==> src/rtl/systolic_tile_feeder.sv <==
// Operand streamer for an ARR x ARR systolic matmul array.
// Buffers one A/B tile pair and replays it as a skewed diagonal wavefront.
module systolic_tile_feeder #(
  parameter int ARR = 2,
  parameter int EW  = 8,
  localparam int WW = ARR * EW
) (
  input  logic          clk,
  input  logic          reset,
  input  logic          start,
  input  logic [16:0]   size,
  input  logic [WW-1:0] a_data,
  input  logic          a_valid,
  output logic          a_ready,
  input  logic [WW-1:0] b_data,
  input  logic          b_valid,
  output logic          b_ready,
  output logic [WW-1:0] a_out,
  output logic [WW-1:0] b_out,
  output logic [ARR-1:0] a_lane_vld,
  output logic [ARR-1:0] b_lane_vld,
  output logic          tile_first,
  output logic          tile_last,
  output logic          busy,
  output logic          done,
  output logic          err
);

  localparam int IW = $clog2(ARR);
  localparam int CW = $clog2(ARR + 1);
  localparam int TW = $clog2(2 * ARR);
  localparam logic [CW-1:0] CNT_FULL = CW'(ARR);
  localparam logic [CW-1:0] CNT_LAST = CW'(ARR - 1);
  localparam logic [TW-1:0] T_LAST = TW'(2 * ARR - 2);
  localparam logic [TW-1:0] T_ARR = TW'(ARR);
  localparam logic [16:0] ARR17 = 17'(ARR);

  typedef enum logic [1:0] {
    IDLE,
    LOAD,
    FEED,
    DONE
  } state_t;

  state_t state_q, state_d;

  logic [ARR-1:0][EW-1:0] a_row [ARR];
  logic [ARR-1:0][EW-1:0] b_col [ARR];
  logic [CW-1:0] a_cnt, b_cnt;
  logic [TW-1:0] t;
  logic [16:0] nt, ti, tj, tk;
  logic err_q, done_q;

  logic go, size_ok, feed;
  logic a_fire, b_fire, a_full, b_full;
  logic last_step, k_wrap, j_wrap, i_wrap;

  assign feed    = state_q == FEED;
  assign go      = start && (state_q == IDLE || state_q == DONE);
  assign size_ok = size != 17'd0 && (size % ARR17) == 17'd0;

  assign a_ready = state_q == LOAD && a_cnt != CNT_FULL;
  assign b_ready = state_q == LOAD && b_cnt != CNT_FULL;
  assign a_fire  = a_valid && a_ready;
  assign b_fire  = b_valid && b_ready;

  // Counts include this cycle's accept so FEED follows the last handshake.
  assign a_full = a_cnt == CNT_FULL || (a_fire && a_cnt == CNT_LAST);
  assign b_full = b_cnt == CNT_FULL || (b_fire && b_cnt == CNT_LAST);

  assign last_step = feed && t == T_LAST;
  assign k_wrap    = tk == nt - 17'd1;
  assign j_wrap    = tj == nt - 17'd1;
  assign i_wrap    = ti == nt - 17'd1;

  always_comb begin
    state_d = state_q;
    unique case (state_q)
      IDLE, DONE: begin
        if (go) state_d = size_ok ? LOAD : IDLE;
      end
      LOAD: begin
        if (a_full && b_full) state_d = FEED;
      end
      FEED: begin
        if (last_step) begin
          state_d = (k_wrap && j_wrap && i_wrap) ? DONE : LOAD;
        end
      end
      default: state_d = IDLE;
    endcase
  end

  always_ff @(posedge clk or negedge reset) begin
    if (!reset) state_q <= IDLE;
    else        state_q <= state_d;
  end

  always_ff @(posedge clk or negedge reset) begin
    if (!reset) begin
      a_cnt  <= '0;
      b_cnt  <= '0;
      t      <= '0;
      nt     <= '0;
      ti     <= '0;
      tj     <= '0;
      tk     <= '0;
      err_q  <= 1'b0;
      done_q <= 1'b0;
    end else begin
      if (go) begin
        err_q  <= !size_ok;
        done_q <= 1'b0;
        nt     <= size / ARR17;
        ti     <= '0;
        tj     <= '0;
        tk     <= '0;
        a_cnt  <= '0;
        b_cnt  <= '0;
        t      <= '0;
      end
      if (a_fire) a_cnt <= a_cnt + 1'b1;
      if (b_fire) b_cnt <= b_cnt + 1'b1;
      if (feed) begin
        t <= t + 1'b1;
        if (last_step) begin
          t     <= '0;
          a_cnt <= '0;
          b_cnt <= '0;
          // k innermost, then j, then i
          tk <= k_wrap ? 17'd0 : tk + 17'd1;
          if (k_wrap) tj <= j_wrap ? 17'd0 : tj + 17'd1;
          if (k_wrap && j_wrap) ti <= i_wrap ? 17'd0 : ti + 17'd1;
          if (k_wrap && j_wrap && i_wrap) done_q <= 1'b1;
        end
      end
    end
  end

  always_ff @(posedge clk) begin
    if (a_fire) a_row[a_cnt[IW-1:0]] <= a_data;
    if (b_fire) b_col[b_cnt[IW-1:0]] <= b_data;
  end

  logic [ARR-1:0][EW-1:0] a_lane, b_lane;

  // Lane g lags by g steps; negative offsets wrap above ARR and read invalid.
  for (genvar g = 0; g < ARR; g++) begin : g_lane
    logic [TW-1:0] d;
    assign d = t - TW'(g);
    assign a_lane_vld[g] = feed && d < T_ARR;
    assign b_lane_vld[g] = feed && d < T_ARR;
    assign a_lane[g] = a_lane_vld[g] ? a_row[g][d[IW-1:0]] : '0;
    assign b_lane[g] = b_lane_vld[g] ? b_col[g][d[IW-1:0]] : '0;
  end

  assign a_out      = a_lane;
  assign b_out      = b_lane;
  assign tile_first = feed && t == '0 && tk == 17'd0;
  assign tile_last  = last_step && k_wrap;
  assign busy       = state_q == LOAD || state_q == FEED;
  assign done       = done_q;
  assign err        = err_q;

endmodule

==> config.mk <==
export PLATFORM = sky130hd
export DESIGN_NAME = systolic_tile_feeder
export DESIGN_NICKNAME = d
export VERILOG_FILES = /design/src/rtl/systolic_tile_feeder.sv
export SDC_FILE = /design/constraint.sdc
export NUM_CORES = 1
export LEC_CHECK = 0
export CAP_MARGIN = 10
export CORE_UTILIZATION = 56
export DETAILED_ROUTE_END_ITERATION = 10
export PLACE_DENSITY = 0.79
export SYNTH_ARGS = -nofsm -noshare
export SYNTH_HDL_FRONTEND = slang
export SYNTH_SLANG_ARGS = --single-unit
==> constraint.sdc <==
create_clock -name clk -period 8.4 [get_ports clk]
set_clock_uncertainty 0.1 [all_clocks]
set_input_delay 2.1 -clock clk [delete_from_list [all_inputs] [get_ports clk]]
set_output_delay 2.1 -clock clk [all_outputs]
set_load 0.02 [all_outputs]
==> flow_summary.toml, run 1 <==
[sta]
timing_worst_slew_pin_value_ps = 1230
setup_viol_count_final = 0
slew_headroom_pct = 18.2
rsz_0062_raised_after_global_routing = "false"
slew_viol_final = 0
max_freq_mhz = 157
layout_worst_path_cycle_share_pct = 76.0
worst_slack_ps = 2010
timing_hold_violations_final = 0
fin_crit_ps = 6390
fin_setup_tns_ps = 0

[synth]
ys_seq_elements = 141
muxShareOfSynthArea_pct = 5.66
synth_compound_gate_area_share_pct = 12.6
main_combinational_cell_family_by_area_after_synthesis = "simple AND/OR/NAND/NOR gates"
area_share_of_fa_ha_maj_cells_after_synthesis_pct = 2.08
postSynthAreaPerCell_sq_um = 9.74
synth_warnings = 0
dominantRegCellSynth = "dfrtp_1"
synth_seq_area_share_pct = 45.7
postSynthNetCount = 932
synth_enable_flop_cells = 64
cells_after_synthesis = 864
synth-simple-area-share_pct = 20.8
netlist_area_sq_mm = 0.00842
synthXorXnorAreaFrac_pct = 8.78
proportion_of_register_bits_with_asynchronous_set_or_reset_after_synthesis_pct = 54.6
ys_types = 65

[floorplan]
core_rows = 44
chipHeight_microns = 125
die_width_microns = 125
design.core.area_sq_mm = 0.0146
floorplan.io_pins = 97
dieArea_sq_mm = 0.0155
initial_core_util_pct = 57.7

[detailed_routing]
number_of_optimization_iterations_in_the_first_detailed_route_pass = 5
drtIter0Drc = 695
post-route-drc-count = 0
vias_per_cell = 6.06
ant_nets = 0
routed_length_per_placed_instance_microns = 19.5
routed_wl_mm = 21.9
via_count = 6823

[global_routing]
grt_antenna_before_repair = 0
global_route.overflow_total = 0
grt_pass1_wl_mm = 35.3
grt_pass1_vias = 6411
total_global_route_track_usage_pct = 29.4
grt_start_max_net_pins = 43

[min_path]
launch_point_of_the_worst_hold_path = "err"
min_path_cells = 2
whs_endpoint = "err"
worst_hold_path_type = "flip-flop to flip-flop"

[clock_network]
cts_made_buffers = 17
tritoncts = "yes"
cts_htree_levels = 4
postCtsSetupBuffers = 0
root_buffer = "clkbuf_16"
cts_hold_repair.buffers = 0
clk_buf_depth = 2
clk_latency_ps = 430
cts.sinks = 141
clkTransAtPathRegs_ps = 60
ctsResizeCount = 0

[setup_path]
critical_path_arrival_ps = 4190
worstReg2RegStart = "nt[3]"
timing.critical_path.from_type = "flip-flop"
r2r_cells = 8
setup.reg_to_reg.worst_slack_ps = 4060
worstPathMaxFanout = 16
crit-reg2reg-capture = "tj[13]"
timing_worst_setup_path_type = "flip-flop to primary output"
worstSetupEndpointType = "primary output"
critical_path_required_ps = 6200

[cells_and_area]
final_core_util_pct = 68.9
diodes = 0
area.growth.synth_to_final_pct = 19.4
fillerInstances = 1116
net_count_of_the_finished_layout = 997
proportion_of_layout_cells_with_a_drive_suffix_above_1_pct = 6.38
finalNonFillerCells = 1125

[pwr]
pwr_density_mw_per_mm2 = 308
power_mw = 3.10
total_leakage_power_nw = 3.85
vdd_ir_drop_max_mv = 0.248

[placed_design]
dp_hpwl_mm = 16.1
placed_cells = 1094
port_buffers = 96
place.gp.congestion = 0.986
dp_worst_setup_slack_ps = 2500

[job]
number_of_violations_of_the_max_capacitance_limit = 0

[status]
outcome = "finished clean"
kinds of logic after synthesis:
logic type,after synthesis
adder cells (fa/ha/maj),14
XOR/XNOR,75
AO/OA/AOI/OAI,158
AND/OR/NAND/NOR,336
multiplexers,46
flip-flops,141
buffers and inverters,94
registers in the layout (all words and copies together), names as in the netlist:
| register | cells |
|---|---|
| a_row | 32 |
| b_col | 32 |
| ti | 17 |
| tj | 17 |
| tk | 17 |
| nt | 16 |
| a_cnt | 2 |
| b_cnt | 2 |
| state_q | 2 |
| t | 2 |
| done | 1 |
| err | 1 |
per-stage QoR:
step | hold WS (ps) | instance area, sq um
2_1_floorplan | 393 | 8420
3_3_place_gp | 364 | 9440
3_5_place_dp | 369 | 9440
4_1_cts | 382 | 10100
5_1_grt | 421 | 10100
6_report | 377 | 10100
where the power goes:
group / switching, mW / leakage, nW / internal [mW]
Combinational: 0.697 / 1.95 / 0.546
Sequential: 0.209 / 1.61 / 0.840
Clock: 0.304 / 0.294 / 0.498
layout make-up:
class / count / area [sq um] / share of cell area, %
Clock buffer: 18 / 429 / 4.27
Timing Repair Buffer: 102 / 1000 / 9.98
Inverter: 38 / 143 / 1.42
Tap cell: 184 / 230 / 2.29
Multi-Input combinational cell: 629 / 4210 / 41.9
Clock inverter: 13 / 189 / 1.88
Sequential cell: 141 / 3850 / 38.3
worst max-delay path by stage:
stage	cells past startpoint	to	start	slack (ps)
after global placement	7	tile_last	nt[3]	2570
final	7	tile_last	nt[3]	2010
after global routing	7	tile_last	nt[3]	1630
after CTS	7	tile_last	nt[3]	2040
after detailed placement	7	tile_last	nt[3]	2500
after floorplan	9	tile_last	nt[4]	3410
worst max-delay path, cell delays in order (launching register included):
cell and delay, ps:
dfrtp_1 570, nor4_4 590, nand4_1 380, xnor2_1 640, o21ai_0 250, nor4_4 490, and2_1 190, clkdlybuf4s50_1 640
synthesized netlist by cell type, types with 16 or more instances:
cell      count  area share (%)
edfxtp_1     64              23
and3_1       16             1.2
nor4_1       19             1.4
nor3_1       21             1.2
nor2_1       84             3.7
dfrtp_1      77              23
mux2i_1      33             3.9
xor2_1       24             2.5
nand3_1      34             2.0
clkbuf_1     40             1.8
xnor2_1      45             4.7
inv_1        38             1.7
nand4_1      17             1.3
o21ai_0      48             2.9
nand2_1      68             3.0
a21oi_1      19             1.1
cells in the final DEF (no fill, tap or decap), drive strengths merged, types with 7 or more instances in the layout:
cell / Yosys / routed
clkdlybuf4s50: 0 / 95
nor2: 84 / 84
dfrtp: 77 / 77
nand2: 68 / 68
edfxtp: 64 / 64
o21ai: 48 / 48
xnor2: 45 / 45
inv: 38 / 42
nand3: 34 / 34
mux2i: 33 / 33
xor2: 24 / 24
nor3: 24 / 24
nor4: 21 / 21
a21oi: 19 / 19
clkbuf: 40 / 18
nand4: 17 / 17
and3: 16 / 16
o211ai: 15 / 15
a31oi: 14 / 14
ha: 14 / 14
mux2: 13 / 13
nand2b: 12 / 12
and2: 12 / 12
nor3b: 11 / 11
a211o: 10 / 10
nor2b: 9 / 9
a21o: 8 / 8
buf: 16 / 7
layer usage:
layer / vias to the layer above / track usage, % / wire length, microns / share of wire (%)
met5: - / 0 / 0 / 0
met4: 0 / 9.64 / 476 / 2.2
met3: 32 / 4.77 / 1330 / 6.1
met2: 237 / 46.9 / 10200 / 47
met1: 3284 / 41.0 / 9860 / 45
li1: 3270 / - / - / -
Power figures use the tool's default switching activity.
==> inputs of run 2 (changes only) <==
- clock period: 8.4 -> 6.05 ns (I/O delays scaled with it)
==> run 2 against run 1 <==
  * First-iteration DRC count down 20%
  * Count of clock-buffer cells in the layout down 1
  * Sequential power up 33%
  * Flip-flop and latch count unchanged
  * Critical path type unchanged
  * Critical path depth unchanged
  * Final cell count up 0.18%
  * Total power up 39%
==> flow_summary.toml, run 2 (synthesis gave the netlist of run 1 again) <==
[sta]
slew_viol_final = 0
rsz_0062_raised_after_global_routing = "false"
max_freq_mhz = 173
fin_crit_ps = 5800
timing_hold_violations_final = 0
setup_viol_count_final = 0
layout_worst_path_cycle_share_pct = 95.8
timing_worst_slew_pin_value_ps = 1250
fin_setup_tns_ps = 0
slew_headroom_pct = 16.4
worst_slack_ps = 254

[cells_and_area]
fillerInstances = 1116
net_count_of_the_finished_layout = 998
mostFrequentLayoutCells = "95 x clkdlybuf4s50_1, 84 x nor2_1, 76 x dfrtp_1"
diodes = 0
mostFrequentLayoutCell = "clkdlybuf4s50_1"
area.growth.synth_to_final_pct = 19.8
proportion_of_layout_cells_with_a_drive_suffix_above_1_pct = 6.89

[clock_network]
cts_htree_levels = 4
cts_made_buffers = 17
clkTransAtPathRegs_ps = 60
root_buffer = "clkbuf_16"
postCtsSetupBuffers = 0
tritoncts = "yes"
cts.sinks = 141
clk_buf_depth = 2
clk_latency_ps = 430

[setup_path]
worstPathMaxFanout = 16
r2r_cells = 8
crit-reg2reg-capture = "tj[12]"
critical_path_arrival_ps = 4180
timing_worst_setup_path_type = "flip-flop to primary output"
worstReg2RegStart = "nt[3]"
timing.critical_path.from = "nt[3]"
critical_path.cell_chain = "or4_1 -> or4_1 -> mux2i_1 -> nand4_1 -> nor4_4 -> and2_1 -> clkdlybuf4s50_1"
crit_path_max_incr_delay_ps = 720
gate_family_responsible_for_the_most_delay_along_the_worst_path = "simple AND/OR/NAND/NOR gates"
timing.critical_path.from_type = "flip-flop"
setup.reg_to_reg.worst_slack_ps = 1660
crit_top_cell = "or4_1"
critical_path.n_buffers_inverters = 1
critical_path_required_ps = 4440
worstSetupEndpointType = "primary output"
crit_path_top_delay_cell = "or4_1"

[global_routing]
grt_pass1_vias = 6479
grt_start_max_net_pins = 78
grt_pass1_wl_mm = 35.3
grt_antenna_before_repair = 0
global_route.overflow_total = 0
total_global_route_track_usage_pct = 29.5

[min_path]
whs_endpoint = "err"
launch_point_of_the_worst_hold_path = "err"
min_path_cells = 2
worst_hold_path_type = "flip-flop to flip-flop"

[floorplan]
floorplan.io_pins = 97
initial_core_util_pct = 57.7
dieArea_sq_mm = 0.0155
chipHeight_microns = 125
die_width_microns = 125
design.core.area_sq_mm = 0.0146
core_rows = 44

[detailed_routing]
post-route-drc-count = 0
number_of_optimization_iterations_in_the_first_detailed_route_pass = 5
via_count = 6848
routed_length_per_placed_instance_microns = 19.6
ant_nets = 0
routed_wl_mm = 22.1
vias_per_cell = 6.08
drtIter0Drc = 555

[placed_design]
place.gp.congestion = 0.965
port_buffers = 96
dp_worst_setup_slack_ps = 665
dp_hpwl_mm = 16.1

[pwr]
pwr_density_mw_per_mm2 = 428
total_leakage_power_nw = 3.87
vdd_ir_drop_max_mv = 0.296

[job]
number_of_violations_of_the_max_capacitance_limit = 0

[status]
outcome = "finished clean"
run 2: changes by cell type in the layout (fill, tap and decap cells not counted):
cell      change
clkbuf_1      -1
clkinv_1      -1
xnor2_1       -1
inv_6         +1
clkinv_4      +1
xnor2_2       +1
buf_4         +1
clkinv_2      +1
run 2: cell type report:
type	instances	area, sq um	area share, %
clock buffers	17	425	4.22
inverters	38	143	1.41
multi-input cells	629	4220	41.8
clock inverters	15	208	2.06
well taps	184	230	2.28
repair buffers	103	1010	10.0
flip-flops and latches	141	3850	38.2
run 2: per-layer routing:
metal  track usage [%]  wire [microns]
met2              47.1           10400
met3              5.71            1500
met1              39.9            9610
met4              11.4             589
met5                 0               0
run 2: report_power, final:
| group | internal (mW) | switching, mW |
|---|---|---|
| registers | 1.17 | 0.235 |
| clock network | 0.696 | 0.423 |
| logic | 0.765 | 1.03 |
| total | 2.63 | 1.69 |
run 2: worst max path at each step:
| stage | endpoint | cells past startpoint |
|---|---|---|
| after detailed placement | tile_last | 7 |
| after floorplan | tile_last | 9 |
| after CTS | tile_last | 7 |
| after global routing | tile_last | 7 |
| after global placement | tile_last | 7 |
| final | tile_last | 7 |
run 2: stage by stage:
stage / cell area (sq um) / std cells / power, mW / utilization, % / hold WS (ps)
global placement: 9440 / 1095 / 3.15 / 64.7 / 362
CTS: 10100 / 1127 / 4.30 / 69.1 / 402
floorplan: 8420 / 864 / 2.62 / - / 393
finish: 10100 / 1127 / 4.31 / 69.1 / 397
global route: 10100 / 1127 / 4.54 / 69.1 / 471
detailed placement: 9440 / 1095 / 3.17 / 64.7 / 389
run 2: worst reg2reg max path, stage by stage, from the launching register on:
cell and delay, ps:
dfrtp_1 570, or4_1 720, nor4_1 620, a2bb2oi_1 320
nand2_1 130, or4_1 560, o211ai_2 820, nor2_1 130
a211o_1 310
run 2: what timing repair did:
action	CTS	global route
resized for setup	0	1
setup endpoints to repair	0	1
hold buffers	0	0
==> inputs of run 3 (changes only) <==
- CORE_MARGIN: default -> 2
- PLACE_DENSITY: 0.79 -> 0.87
- SKIP_CTS_REPAIR_TIMING: default -> 1
==> run 3 against run 2 <==
  * Wire length rose by 6.0%
  * Worst setup slack gained 62 ps
  * Count of clock-buffer cells in the layout rose by 1
==> flow_summary.toml, run 3 (synthesis gave the netlist of run 1 again) <==
[clock_network]
clk_latency_ps = 430
root_buffer = "clkbuf_16"
cts_htree_levels = 4
cts_made_buffers = 17
cts.sinks = 141
clk_buf_depth = 2
tritoncts = "yes"
clkTransAtPathRegs_ps = 70

[sta]
timing_hold_violations_final = 0
fin_crit_ps = 5730
rsz_0062_raised_after_global_routing = "false"
timing_worst_slew_pin_value_ps = 1230
hold_ws_ps = 377
slew_headroom_pct = 18.0
fin_setup_tns_ps = 0
slew_viol_final = 0
layout_worst_path_cycle_share_pct = 94.8
worst_slack_ps = 316
setup_viol_count_final = 0
max_freq_mhz = 174

[min_path]
worst_hold_path_type = "flip-flop to flip-flop"
launch_point_of_the_worst_hold_path = "done"
min_path_cells = 2
whs_endpoint = "done"

[global_routing]
grt_start_max_net_pins = 78
top_usage_layer = "met2"
global_route.overflow_total = 0
grt_pass1_vias = 6712
grt_antenna_before_repair = 0
grt_util_met2_pct = 47.3
grt_pass1_wl_mm = 36.6
total_global_route_track_usage_pct = 29.9
globalRouteMet1Util_pct = 40.4
grt.met3_usage_pct = 6.12

[setup_path]
worstReg2RegStart = "nt[3]"
critical_path_required_ps = 4440
crit-reg2reg-capture = "ti[12]"
worstSetupEndpointType = "primary output"
timing.critical_path.from_type = "flip-flop"
setup.reg_to_reg.worst_slack_ps = 1620
worstPathMaxFanout = 16
timing_worst_setup_path_type = "flip-flop to primary output"
r2r_cells = 8
critical_path_arrival_ps = 4120

[placed_design]
place.gp.congestion = 1.01
dp_hpwl_mm = 17.1
dp_worst_setup_slack_ps = 819
port_buffers = 96

[cells_and_area]
mostFrequentLayoutCell = "clkdlybuf4s50_1"
mostFrequentLayoutCells = "95 x clkdlybuf4s50_1, 84 x nor2_1, 76 x dfrtp_1"
multi_input_comb_area_sq_mm = 0.00421
fillerInstances = 1035
net_count_of_the_finished_layout = 1001
diodes = 0
final_core_util_pct = 68.9
area.growth.synth_to_final_pct = 19.4
proportion_of_layout_cells_with_a_drive_suffix_above_1_pct = 6.87
final-seq-area_sq_mm = 0.00385

[floorplan]
die_width_microns = 127
chipHeight_microns = 127
dieArea_sq_mm = 0.0160
core_rows = 44
design.core.area_sq_mm = 0.0146
initial_core_util_pct = 57.7
floorplan.io_pins = 97

[detailed_routing]
drtIter0Drc = 743
routed_wl_mm = 23.4
vias_per_cell = 6.24
via_count = 7054
ant_nets = 0
routed_length_per_placed_instance_microns = 20.7
number_of_optimization_iterations_in_the_first_detailed_route_pass = 7
post-route-drc-count = 0

[pwr]
power_mw = 4.27
total_leakage_power_nw = 3.86
vdd_ir_drop_max_mv = 0.318
pwr_density_mw_per_mm2 = 425

[job]
number_of_violations_of_the_max_capacitance_limit = 0

[status]
outcome = "finished clean"
## run 3: stage by stage
step | cell area (sq um) | std cells
finish | 10000 | 1130
global route | 10000 | 1130
CTS | 10000 | 1130
detailed placement | 9460 | 1098
floorplan | 8420 | 864
global placement | 9460 | 1098
## run 3: critical path, stage by stage, from the launching register on
cell	delay [ps]
dfrtp_1	570
or4_1	720
or4_1	640
mux2i_1	280
nand4_1	200
nor4_4	310
buf_4	190
and2_1	150
clkdlybuf4s50_1	600
## run 3: final cells by class
cell class	instances	area share, %
clock inverters	14	1.57
repair buffers	106	10.3
clock buffers	18	4.27
flip-flops and latches	141	38.3
inverters	38	1.42
well taps	184	2.29
multi-input cells	629	41.9
## run 3: how the worst max path moves through the flow
stage | startpoint | endpoint | slack (ps) | cells after the start
after floorplan | nt[4] | tile_last | 1650 | 9
after global placement | nt[3] | tile_last | 930 | 8
after detailed placement | nt[3] | tile_last | 820 | 8
after CTS | nt[3] | tile_last | 340 | 8
after global routing | nt[3] | tile_last | 170 | 8
final | nt[3] | tile_last | 320 | 8
## run 3: layer usage
| layer | part of all wire, % | wire length [microns] |
|---|---|---|
| met1 | 42 | 9770 |
| met5 | 0 | 0 |
| met4 | 3.3 | 775 |
| met3 | 7.6 | 1790 |
| met2 | 47 | 11100 |
## run 3: power breakdown
group | total [mW] | switching (mW) | internal (mW)
combinational | 1.80 | 1.03 | 0.769
sequential | 1.42 | 0.251 | 1.17
clock | 1.05 | 0.436 | 0.614
total | 4.27 | 1.72 | 2.55
